===== config.mk =====
export PLATFORM = sky130hd
export DESIGN_NAME = press_event_decoder
export DESIGN_NICKNAME = d
export VERILOG_FILES = /design/src/rtl/press_event_decoder.sv
export SDC_FILE = /design/constraint.sdc
export NUM_CORES = 1
export LEC_CHECK = 0
export BUFFER_PORTS_ARGS = -buffer_cell sky130_fd_sc_hd__buf_2
export CAP_MARGIN = 20
export CORE_MARGIN = 5
export CORE_UTILIZATION = 25
export DETAILED_ROUTE_END_ITERATION = 6
export SLEW_MARGIN = 10
export SYNTH_ARGS = -nofsm -noshare
export SYNTH_HDL_FRONTEND = slang
export SYNTH_SLANG_ARGS = --single-unit

===== constraint.sdc =====
create_clock -name clk -period 4.3 [get_ports clk]
set_input_delay 1.29 -clock clk [delete_from_list [all_inputs] [get_ports clk]]
set_output_delay 1.29 -clock clk [all_outputs]
set_load 0.02 [all_outputs]

===== src/rtl/press_event_decoder.sv =====
// press_event_decoder
//
// Purpose:
//   Classifies debounced push-button pulses into single click, double click,
//   long press and (optionally) auto-repeat events. All timing is counted in
//   ticks of a one-cycle time-base strobe, so the counter stays narrow.
//
// Configuration macro:
//   PED_AUTOREPEAT_EN - when defined, the HELD state emits an auto_repeat
//                       pulse every RPT_TICKS ticks until release. When
//                       undefined, auto_repeat is tied to 0 and the repeat
//                       timing is not built.
//
// Ports:
//   clk          in  1  system clock, rising edge
//   reset        in  1  asynchronous active-low reset (0 = reset)
//   tick         in  1  time-base strobe, 1 clk wide
//   pb_down      in  1  1-clk pulse: button just pressed
//   pb_up        in  1  1-clk pulse: button just released
//   click        out 1  1-clk pulse: single click recognised
//   dbl_click    out 1  1-clk pulse: double click recognised
//   long_press   out 1  1-clk pulse: hold threshold reached
//   auto_repeat  out 1  1-clk pulse: auto-repeat while held
//                       (named auto_repeat because "repeat" is a reserved word)
//   busy         out 1  level: registered (next state != IDLE)
module press_event_decoder #(
  parameter int CNT_W      = 16,
  parameter int LONG_TICKS = 500,
  parameter int DBL_TICKS  = 150,
  parameter int RPT_TICKS  = 100
) (
  input  logic clk,
  input  logic reset,
  input  logic tick,
  input  logic pb_down,
  input  logic pb_up,
  output logic click,
  output logic dbl_click,
  output logic long_press,
  output logic auto_repeat,
  output logic busy
);

  typedef enum logic [2:0] {
    IDLE   = 3'd0,
    PRESS1 = 3'd1,
    WAIT2  = 3'd2,
    PRESS2 = 3'd3,
    HELD   = 3'd4
  } state_t;

  // An N-tick timeout fires when tick=1 while cnt==N-1.
  localparam logic [CNT_W-1:0] LONG_LAST = CNT_W'(LONG_TICKS - 1);
  localparam logic [CNT_W-1:0] DBL_LAST  = CNT_W'(DBL_TICKS - 1);

  state_t           state;
  logic [CNT_W-1:0] cnt;

  // Simultaneous press and release pulses are treated as no input at all.
  logic down;
  logic up;
  assign down = pb_down & ~pb_up;
  assign up   = pb_up & ~pb_down;

  logic tick_inc;
  assign tick_inc = tick && (cnt != {CNT_W{1'b1}});  // saturate, never wrap

`ifdef PED_AUTOREPEAT_EN
  localparam logic [CNT_W-1:0] RPT_LAST = CNT_W'(RPT_TICKS - 1);
  logic rpt_hit;
  assign rpt_hit = tick && (cnt == RPT_LAST);
`else
  assign auto_repeat = 1'b0;
`endif

  always_ff @(posedge clk or negedge reset) begin
    if (!reset) begin
      state      <= IDLE;
      cnt        <= '0;
      click      <= 1'b0;
      dbl_click  <= 1'b0;
      long_press <= 1'b0;
      busy       <= 1'b0;
`ifdef PED_AUTOREPEAT_EN
      auto_repeat <= 1'b0;
`endif
    end else begin
      // Event outputs are single-cycle pulses; busy follows the state that
      // will be current after this edge.
      click      <= 1'b0;
      dbl_click  <= 1'b0;
      long_press <= 1'b0;
      busy       <= (state != IDLE);
`ifdef PED_AUTOREPEAT_EN
      auto_repeat <= 1'b0;
`endif
      if (tick_inc) cnt <= cnt + 1'b1;

      case (state)
        IDLE: begin
          cnt <= '0;  // nothing is timed while idle
          if (down) begin
            state <= PRESS1;
            busy  <= 1'b1;
          end
        end
        PRESS1: begin
          // Release wins over a same-cycle long-press timeout.
          if (up) begin
            state <= WAIT2;
            cnt   <= '0;
          end else if (tick && cnt == LONG_LAST) begin
            long_press <= 1'b1;
            state      <= HELD;
            cnt        <= '0;
          end
        end
        WAIT2: begin
          // A second press wins over a same-cycle double-click timeout.
          if (down) begin
            state <= PRESS2;
            cnt   <= '0;
          end else if (tick && cnt == DBL_LAST) begin
            click <= 1'b1;
            state <= IDLE;
            cnt   <= '0;
            busy  <= 1'b0;
          end
        end
        PRESS2: begin
          if (up) begin
            dbl_click <= 1'b1;
            state     <= IDLE;
            cnt       <= '0;
            busy      <= 1'b0;
          end
        end
        HELD: begin
          // Release wins over a same-cycle repeat timeout.
          if (up) begin
            state <= IDLE;
            cnt   <= '0;
            busy  <= 1'b0;
          end
`ifdef PED_AUTOREPEAT_EN
          else if (rpt_hit) begin
            auto_repeat <= 1'b1;
            cnt         <= '0;
          end
`endif
        end
        default: begin
          state <= IDLE;
          cnt   <= '0;
          busy  <= 1'b0;
        end
      endcase
    end
  end

endmodule


==> results of run 1 <==
## layout make-up
class | instances | area (µm²)
tap | 75 | 93.8
clock buffer | 4 | 45.0
timing repair buffer | 8 | 40.0
sequential | 23 | 576
multi-input combinational | 115 | 866
fill | 622 | 4280
inverter | 6 | 22.5
## through the flow
stage	total power, W	setup WS [ps]
after global placement	0.000396	1190
after floorplan	0.000369	1760
final	0.000530	1390
after global routing	0.000562	1270
after CTS	0.000534	1410
after detailed placement	0.000397	1130
## routing by layer
metal,vias up,share of wire [%]
met5,-,0
met4,0,1.2
met3,2,4.7
met2,27,46
met1,619,48
li1,599,-
## placed cells by master (no fill, tap or decap), types with 3 or more instances in the layout
| cell type | netlist | final |
|---|---|---|
| nand4_1 | 3 | 3 |
| or4_1 | 4 | 4 |
| buf_2 | 2 | 8 |
| clkbuf_8 | 0 | 3 |
| a22oi_2 | 7 | 7 |
| nand3_1 | 7 | 7 |
| dfrtp_1 | 23 | 23 |
| a21oi_1 | 8 | 8 |
| nand2_1 | 6 | 6 |
| inv_1 | 6 | 6 |
| nor3_1 | 3 | 3 |
| a221oi_1 | 5 | 5 |
| o31ai_1 | 4 | 4 |
| nor2b_1 | 3 | 3 |
| or3b_1 | 3 | 3 |
| and3_1 | 5 | 5 |
| and2_1 | 3 | 3 |
| a211oi_1 | 3 | 3 |
| nor2_1 | 10 | 10 |
## power groups by stage
stage	registers (W)	logic [W]	clock network, W
2_1_floorplan	0.000260	0.000108	0
3_3_place_gp	0.000260	0.000136	0
3_5_place_dp	0.000260	0.000137	0
4_1_cts	0.000256	0.000137	0.000141
5_1_grt	0.000260	0.000150	0.000152
6_report	0.000256	0.000137	0.000137
## path summary, 6_finish.rpt
path	from	end	slack, ps	cells after the start
max in group asynchronous	reset	cnt[15]	2940	1
setup reg to reg	cnt[9]	cnt[7]	2000	4
min in group asynchronous	reset	dbl_click	990	1
setup / recovery	pb_down	cnt[7]	1390	5
hold reg to reg	state[1]	state[2]	590	1
hold / removal	state[1]	state[2]	590	1
## synth_stat cells (all sizes together), types with 2 or more instances
| cell type | number | share of area, % |
|---|---|---|
| dfrtp | 23 | 38 |
| and4 | 3 | 1.8 |
| and4b | 2 | 1.3 |
| or3b | 3 | 1.7 |
| nor2b | 3 | 1.2 |
| and2 | 3 | 1.2 |
| or3 | 3 | 1.4 |
| a21oi | 8 | 2.6 |
| o311ai | 2 | 1.2 |
| a21o | 2 | 0.99 |
| nor3 | 3 | 0.99 |
| nor4 | 2 | 2.2 |
| a211oi | 6 | 4.4 |
| nor2 | 10 | 2.5 |
| inv | 6 | 1.5 |
| a22oi | 8 | 6.2 |
| nand4 | 4 | 2.1 |
| nand2 | 7 | 1.9 |
| o21ai | 3 | 1.2 |
| nand2b | 2 | 0.82 |
| o31ai | 4 | 2.0 |
| and3 | 5 | 2.1 |
| or4 | 4 | 2.0 |
| buf | 8 | 3.9 |
| a221oi | 5 | 2.9 |
| nand3 | 7 | 2.3 |
| ha | 2 | 1.6 |
## worst max-delay path, stage by stage
cell and delay (ps):
buf_2 120, nor2b_1 350, nor2_1 160, a211oi_4 840
a221oi_1 240
## flip-flops by register name, summed over array words and instances (netlist names)
register	flops
busy	1
click	1
cnt	16
dbl_click	1
long_press	1
state	3
## kinds of logic (layout without fill, tap and decap cells)
logic type / count (synthesis) / count (layout) / synth area share (%)
and+or+nand+nor: 66 / 66 / 28.7
AOI/OAI and AO/OA: 46 / 46 / 26.3
DFF: 23 / 23 / 37.8
buffers and inverters: 14 / 18 / 5.34
adders and majority gates: 2 / 2 / 1.64
other: 1 / 1 / 0.246
==> impl_metrics.csv, run 1 <==
group,metric,value,unit
pwr,power.internal,0.000344,W
clock_tree,cts_tree,"yes",
grt,grt_pass1_vias,1199,
drt,avgViaCountPerCell,5.40,
placement,portBuffers,8,
cells_and_area,instances_no_fill,231,
drt,wl,3.26,mm
synthesis,synth-seq-area-share,37.8,%
synthesis,syn_inst,152,
worst_setup_path,worstSetupEndpointType,"register",
synthesis,async_flop_share,100,%
drt,routedWlPerCell,14.1,µm
pwr,seq_power_share,48.3,%
pwr,swShare,35.1,%
synthesis,synth_nets,159,
clock_tree,cts_buffer_depth,2,
die,io_pins,10,
synthesis,synth_area,1520,µm²
placement,dp_hpwl,2.28,mm
run_status,status,"finished clean",
die,fp.dieH,88.0,µm
grt,grt-ovfl-total,0,
clock_tree,cts_resized,0,
sta,finalClockSkew,4.88,ps
grt,top_usage_layer,"met2",
worst_setup_path,critical_path.startpoint_type,"input port",
drt,first_pass_iters,4,
clock_tree,cts_hold_buf,0,
die,initial_core_util,25.7,%
pwr,p_clk_share,25.8,%
drt,ant_nets,0,
clock_tree,clkTransAtPathRegs,80,ps
die,die-area,7750,µm²
sta,hold_ws,592,ps
grt,grt_use_met1,12.5,%
sta,fin_crit,2910,ps
clock_tree,cts_sinks,23,
sta,fin_crit_sh,67.6,%
pwr,power.leakage,0.641,nW
synthesis,avgSynthCellArea,10.0,µm²
die,rows,28,
synthesis,ys_ff_latch,23,
sta,max_freq,0.344,GHz
sta,hold_violations,0,
pwr,powerDensity,322,nW/µm²
worst_setup_path,cp_data_required_time,4390,ps
cells_and_area,drive_above_1_share,21.2,%
pwr,vdd_ir_drop_max,0.143,mV
synthesis,yosys_warnings,0,
clock_tree,cts-root-buf,"clkbuf_8",
synthesis,yosysUniqueCellTypes,52,
clock_tree,cts_made_buffers,3,
drt,drt_iter0_markers,64,
die,core,5920,µm²
sta,finalSetupViolCount,0,
cells_and_area,syn2layout_area_growth,7.89,%
drt,vias,1247,
min_path,hp-class,"register to register",
worst_setup_path,path_class,"input port to register",
sta,slew_headroom,37.0,%
pwr,p_switching,0.000186,W
synthesis,ys.flop_type,"dfrtp_1",
sta,tns,0,ps
worst_setup_path,cp.arrival,3000,ps
placement,placedCellCount,227,
flow_run,max-cap-violations,0,
cells_and_area,nets,164,
grt,track_usage,9.47,%
cells_and_area,insertedDiodeCount,0,
grt,grt_max_degree,24,
grt,met2_usage,15.0,%
sta,slew_violations,0,
die,die_w,88.0,µm
synthesis,synth-edff-count,0,
placement,dpl-instance-area,1600,µm²
worst_setup_path,worstPathMaxFanout,17,
clock_tree,postCtsSetupRepairBufs,0,
sta,worstMarginPinSlew,941,ps
pwr,combPwrFrac,25.8,%
cells_and_area,fin_area,1640,µm²
grt,antenna_found_initial,0,
clock_tree,insertion_delay,260,ps
cells_and_area,final_core_util,27.7,%
clock_tree,htreeDepth,1,
placement,place_congestion,0.831,
drt,remaining_drc_errors,0,
sta,rsz0062_at_grt,"false",
grt,grt_pass1_wl,5.81,mm
grt,grt_util_met3,2.82,%
Power figures use the tool's default switching activity.
==> run 2, diff against run 1 <==
- ABC_AREA: not set -> 1
- clock period: 4.3 -> 2.5 ns (I/O delays scaled with it)
==> run 2 against run 1 <==
  * Synthesized cell count is 49% higher
  * First-iteration DRC count grew 110%
  * Clock power up 74%
  * Clock skew up 1.6 ps
  * Final cell count up 34%
  * Non-clock buffer count is 1 higher
  * Sequential cell count stayed put
  * Synthesized area shrank 0.58%
  * Critical path depth increased by 6
  * Count of clock-buffer cells in the layout decreased by 1
  * Sequential power rose by 91%
  * Largest cell class unchanged
==> impl_metrics.csv, run 2 <==
group,metric,value,unit
sta,rsz0062_at_grt,"false",
placement,place_congestion,0.826,
flow_run,max-cap-violations,0,
worst_setup_path,path_class,"register to register",
pwr,power.internal,0.000655,W
clock_tree,htreeDepth,1,
drt,drt_iter0_markers,133,
die,initial_core_util,25.6,%
sta,finalSetupViolCount,0,
synthesis,yosysUniqueCellTypes,27,
worst_setup_path,worstPathMaxFanout,15,
die,fp.dieH,87.8,µm
worst_setup_path,crit_top_cell,"nand2_1",
drt,vias,1359,
cells_and_area,nets,243,
synthesis,synth_area,1510,µm²
placement,dp_hpwl,2.50,mm
min_path,hp-class,"input port to asynchronous set/reset pin",
placement,dpl-instance-area,1620,µm²
sta,layout_setup_ws,516,ps
worst_setup_path,slowest_stage,"dfrtp_1",
sta,slew_headroom,62.5,%
synthesis,yosys_warnings,0,
pwr,seq_power_share,45.0,%
clock_tree,cts_sinks,23,
clock_tree,cts_tree,"yes",
cells_and_area,largest_register_ffs,16,
synthesis,synth_nets,233,
worst_setup_path,r2r-end,"cnt[3]",
sta,slew_violations,0,
grt,grt_max_degree,24,
worst_setup_path,worstSetupEndpointType,"register",
clock_tree,postCtsSetupRepairBufs,0,
synthesis,ys_ff_latch,23,
sta,worstMarginPinSlew,562,ps
drt,ant_nets,0,
worst_setup_path,worst-r2r-cell-count,11,
sta,finalClockSkew,6.47,ps
die,rows,28,
sta,fin_crit,1980,ps
synthesis,avgSynthCellArea,6.70,µm²
pwr,combPwrFrac,33.0,%
grt,antenna_found_initial,0,
sta,tns,0,ps
clock_tree,cts_made_buffers,3,
grt,grt_pass1_vias,1323,
drt,remaining_drc_errors,0,
synthesis,synth-seq-area-share,38.0,%
cells_and_area,layout_common_cells,"nand2_1 (68), nor2_1 (42), inv_1 (30)",
die,die_w,87.8,µm
placement,place_ws,378,ps
die,core,5920,µm²
synthesis,synth_area_leaders,"dfrtp_1 (38%), nand2_1 (17%), nor2_1 (10%)",
placement,portBuffers,8,
pwr,powerDensity,653,nW/µm²
synthesis,synthTopCellsByCount,"nand2_1 (68), nor2_1 (42), inv_1 (30)",
pwr,power.leakage,0.830,nW
clock_tree,cts_hold_buf,0,
pwr,p_switching,0.000432,W
synthesis,syn_inst,226,
synthesis,synth_top_area_cell,"dfrtp_1",
worst_setup_path,cp_data_required_time,2700,ps
synthesis,async_flop_share,100,%
synthesis,synth-edff-count,0,
cells_and_area,top_regs,"cnt (16), state (3)",
drt,first_pass_iters,4,
grt,track_usage,9.72,%
drt,routedWlPerCell,10.6,µm
pwr,p_clk_share,21.9,%
cells_and_area,syn2layout_area_growth,9.92,%
clock_tree,cts_buffer_depth,2,
clock_tree,cts_resized,0,
worst_setup_path,crit_chain,"ha_1 -> nand2_2 -> nor2_4 -> nand2_4 -> nor2_4 -> nor2_2 -> buf_4 -> nand2_1 -> nand2_1 -> nand2_1 -> nor2_1",
worst_setup_path,critical_path.startpoint_type,"register",
cells_and_area,n_fill_cell,658,
cells_and_area,fin_area,1660,µm²
run_status,status,"finished clean",
clock_tree,cts-root-buf,"clkbuf_8",
die,die-area,7710,µm²
pwr,vdd_ir_drop_max,0.248,mV
die,io_pins,10,
synthesis,synth_most_common_cell,"nand2_1",
clock_tree,clkTransAtPathRegs,90,ps
drt,avgViaCountPerCell,4.38,
synthesis,ys.flop_type,"dfrtp_1",
cells_and_area,final_common_cell,"nand2_1",
cells_and_area,insertedDiodeCount,0,
cells_and_area,drive_above_1_share,10.6,%
grt,grt-ovfl-total,0,
sta,hold_violations,0,
worst_setup_path,cp.arrival,2190,ps
pwr,swShare,39.7,%
clock_tree,insertion_delay,270,ps
drt,wl,3.28,mm
sta,fin_crit_sh,79.4,%
worst_setup_path,rrSetupSlack,520,ps
grt,grt_pass1_wl,5.96,mm
worst_setup_path,timing.rr.start,"cnt[0]",
synthesis,synth.top_cell.area_share,38.0,%
sta,max_freq,0.504,GHz
worst_setup_path,slowest_delay,440,ps
cells_and_area,regMostFlops,"cnt",
run 2: cell count changes after synthesis, moves of 6 or more:
cell,delta
nand2_1,+62
nor2_1,+32
inv_1,+24
nand3_1,+9
a22oi_2,-7
a21oi_1,-6
run 2: worst max-delay path, delay by kind of cell, from the launching register on:
kind / cells / cell delay [ps]
and+or+nand+nor: 9 / 960
DFF: 1 / 440
buffers and inverters: 1 / 260
adders and majority gates: 1 / 260
run 2: logic make-up (layout without fill, tap and decap cells):
group                      after synthesis  count (layout)  share of synthesized area, %
buffers and inverters                   36              45                          10.4
adders and majority gates                2               2                          1.65
and+or+nand+nor                        145             145                          41.6
DFF                                     23              23                          38.0
AOI/OAI and AO/OA                       16              16                          6.36
xor gates and xnor gates                 3               3                          1.74
other                                    1               1                         0.248
run 2: worst max-delay path by stage:
stage                     cells past startpoint    from      end  slack, ps
after floorplan                              10    tick   cnt[0]        840
after global placement                       10    tick  cnt[12]        410
after detailed placement                     10    tick  cnt[12]        380
after CTS                                    11  cnt[0]   cnt[3]        520
after global routing                         11  cnt[0]   cnt[3]        290
final                                        11  cnt[0]   cnt[3]        520
run 2: area by class of cell:
class | count | area, µm² | area share (%)
inverter | 32 | 120 | 7.22
tap | 75 | 93.8 | 5.64
sequential | 23 | 576 | 34.6
timing repair buffer | 9 | 47.5 | 2.86
clock inverter | 1 | 5.00 | 0.301
clock buffer | 3 | 41.3 | 2.48
multi-input combinational | 167 | 781 | 46.9
run 2: through the flow:
| stage | hold slack (ps) | power, W | instances | util, % |
|---|---|---|---|---|
| after floorplan | 450 | 0.000773 | 226 | - |
| after global placement | 494 | 0.000853 | 306 | 27.3 |
| after detailed placement | 499 | 0.000859 | 306 | 27.3 |
| after CTS | 472 | 0.00110 | 310 | 28.1 |
| after global routing | 494 | 0.00117 | 310 | 28.1 |
| final | 441 | 0.00109 | 310 | 28.1 |
run 2: layer usage:
metal,global-route usage (%),share of wire (%)
met5,0,0
met4,4.32,2.1
met3,1.98,3.0
met2,15.1,44
met1,13.0,51
run 2: power groups by stage:
stage	sequential, W	clock [W]	combinational [W]
floorplan	0.000490	0	0.000282
global placement	0.000495	0	0.000358
detailed placement	0.000495	0	0.000364
CTS	0.000488	0.000247	0.000364
global route	0.000499	0.000262	0.000412
finish	0.000489	0.000238	0.000359
==> run 3, diff against run 2 <==
- ABC_AREA: 1 -> 0
- clock period: 2.5 -> 1.8 ns (I/O delays scaled with it)
==> run 3 against run 2 <==
  * Design area up 25%
  * Combinational power up 93%
  * Sequential power up 20%
  * Routed wire length up 21%
  * Worst hold slack worse by 200 ps
  * Worst setup slack worse by 490 ps
  * Highest routed layer unchanged
  * Clock skew down 5.4 ps
  * Register-to-register slack worse by 490 ps
  * Critical endpoint unchanged
  * Sequential share of layout area down 7.0 points
  * Sequential cell count unchanged
  * Non-clock buffer count up 47
==> impl_metrics.csv, run 3 (synthesis gave the netlist of run 1 again) <==
group,metric,value,unit
run_status,status,"finished clean",
worst_setup_path,critPathCapture,"cnt[3]",
die,initial_core_util,25.7,%
sta,finalSetupViolCount,0,
clock_tree,insertion_delay,270,ps
sta,fin_crit,1780,ps
sta,finalClockSkew,1.03,ps
worst_setup_path,crit_start,"cnt[0]",
sta,slew_headroom,64.9,%
clock_tree,clkTransAtPathRegs,90,ps
sta,hold_violations,0,
sta,rsz0062_at_grt,"true",
sta,worstMarginPinSlew,523,ps
cells_and_area,largest_register_ffs,16,
worst_setup_path,crit_chain,"ha_2 -> and4b_1 -> a211oi_2 -> a211oi_4 -> buf_12 -> a221oi_1",
min_path,hp-class,"input port to asynchronous set/reset pin",
sta,layout_setup_ws,23.0,ps
drt,avgViaCountPerCell,5.14,
grt,grt_pass1_vias,1371,
placement,place_congestion,0.840,
die,io_pins,10,
pwr,combPwrFrac,42.9,%
cells_and_area,top_regs,"cnt (16), state (3)",
cells_and_area,n_fill_cell,628,
sta,slew_violations,0,
placement,place_ws,-133,ps
clock_tree,cts_sinks,23,
sta,hold_ws,240,ps
die,rows,28,
worst_setup_path,worst-r2r-cell-count,6,
sta,fin_crit_sh,98.7,%
pwr,p_clk_share,20.7,%
pwr,swShare,33.4,%
drt,drt_iter0_markers,96,
pwr,power.leakage,0.903,nW
cells_and_area,drive_above_1_share,43.6,%
worst_setup_path,cp.arrival,1940,ps
drt,vias,1435,
worst_setup_path,worstSetupEndpointType,"register",
worst_setup_path,slowest_stage,"dfrtp_1",
worst_setup_path,rrSetupSlack,20,ps
worst_setup_path,cp_data_required_time,1960,ps
worst_setup_path,critical_path.startpoint_type,"register",
drt,wl,3.97,mm
worst_setup_path,slowest_delay,410,ps
pwr,power.internal,0.00107,W
sta,max_freq,0.563,GHz
cells_and_area,final_common_cell,"buf_4",
cells_and_area,layout_common_cells,"buf_4 (42), dfrtp_1 (23), nor2_1 (9)",
clock_tree,cts_tree,"yes",
grt,grt_pass1_wl,6.60,mm
sta,tns,0,ps
die,fp.dieH,88.0,µm
worst_setup_path,worstPathMaxFanout,12,
clock_tree,cts-root-buf,"clkbuf_8",
grt,track_usage,10.9,%
die,core,5920,µm²
flow_run,max-cap-violations,0,
cells_and_area,nets,212,
drt,ant_nets,0,
placement,portBuffers,8,
drt,first_pass_iters,4,
drt,remaining_drc_errors,0,
clock_tree,cts_buffer_depth,2,
grt,grt-ovfl-total,0,
pwr,powerDensity,772,nW/µm²
clock_tree,htreeDepth,1,
die,die_w,88.0,µm
cells_and_area,syn2layout_area_growth,37.1,%
clock_tree,cts_hold_buf,0,
grt,antenna_found_initial,0,
drt,routedWlPerCell,14.2,µm
worst_setup_path,path_class,"register to register",
die,die-area,7750,µm²
cells_and_area,insertedDiodeCount,0,
pwr,seq_power_share,36.4,%
pwr,vdd_ir_drop_max,0.391,mV
clock_tree,cts_made_buffers,3,
worst_setup_path,timing.rr.start,"cnt[0]",
grt,grt_max_degree,24,
placement,dp_hpwl,2.86,mm
pwr,p_switching,0.000538,W
cells_and_area,regMostFlops,"cnt",
worst_setup_path,r2r-end,"cnt[3]",
-- run 3: cell types whose count changed in the layout (fill, tap and decap cells not counted), sizes merged, moves of 8 or more --
| cell | previous run | this run |
|---|---|---|
| a22oi | 0 | 8 |
| buf | 9 | 56 |
| inv | 32 | 6 |
| nand2 | 70 | 7 |
| nand3 | 17 | 7 |
| nor2 | 48 | 10 |
-- run 3: routing by layer --
layer / GRT usage [%] / wire length, µm / vias to the layer above
li1: - / - / 702
met1: 14.4 / 1910 / 702
met4: 3.57 / 71 / 0
met5: 0 / 0 / -
met2: 17.3 / 1860 / 23
met3: 2.82 / 142 / 8
-- run 3: how the worst min path moves through the flow --
| stage | to | depth (start not counted) | start | slack [ps] |
|---|---|---|---|---|
| 2_1_floorplan | busy | 0 | reset | 240 |
| 3_3_place_gp | dbl_click | 1 | reset | 560 |
| 3_5_place_dp | dbl_click | 1 | reset | 560 |
| 4_1_cts | dbl_click | 1 | reset | 260 |
| 5_1_grt | dbl_click | 1 | reset | 270 |
| 6_report | busy | 1 | reset | 240 |
-- run 3: stage by stage --
step,power (W),cells,instance area [µm²],util (%)
2_1_floorplan,0.000881,152,1520,-
3_3_place_gp,0.00113,269,1930,32.5
3_5_place_dp,0.00114,269,1930,32.5
5_1_grt,0.00170,279,2090,35.2
4_1_cts,0.00153,276,2020,34.1
6_report,0.00161,279,2090,35.2
-- run 3: power groups by stage --
stage               clock network (W)  registers [W]  logic, W
finish                       0.000333       0.000587  0.000692
global route                 0.000365       0.000593  0.000745
CTS                          0.000345       0.000586  0.000601
detailed placement                  0       0.000595  0.000545
global placement                    0       0.000594  0.000540
floorplan                           0       0.000622  0.000259
-- run 3: worst max-delay path, delay by kind of cell, from the launching register on --
kind,cells,cell delay (ps)
DFF,1,410
buffers and inverters,1,160
AOI/OAI and AO/OA,3,660
adders and majority gates,1,210
and+or+nand+nor,1,220
-- run 3: area by class of cell --
| type | instances | area [µm²] | area share (%) |
|---|---|---|---|
| multi-input cells | 115 | 900 | 43.1 |
| flip-flops and latches | 23 | 576 | 27.6 |
| repair buffers | 56 | 449 | 21.5 |
| well taps | 75 | 93.8 | 4.50 |
| clock buffers | 3 | 41.3 | 1.98 |
| inverters | 6 | 22.5 | 1.08 |
| clock inverters | 1 | 5.00 | 0.240 |
-- run 3: repair_timing --
action | 4_1_cts | 5_1_grt
buffers inserted | 3 | 3
pin swaps | 2 | 0
gates resized for setup | 2 | 9
endpoints found under the setup margin | 9 | 17
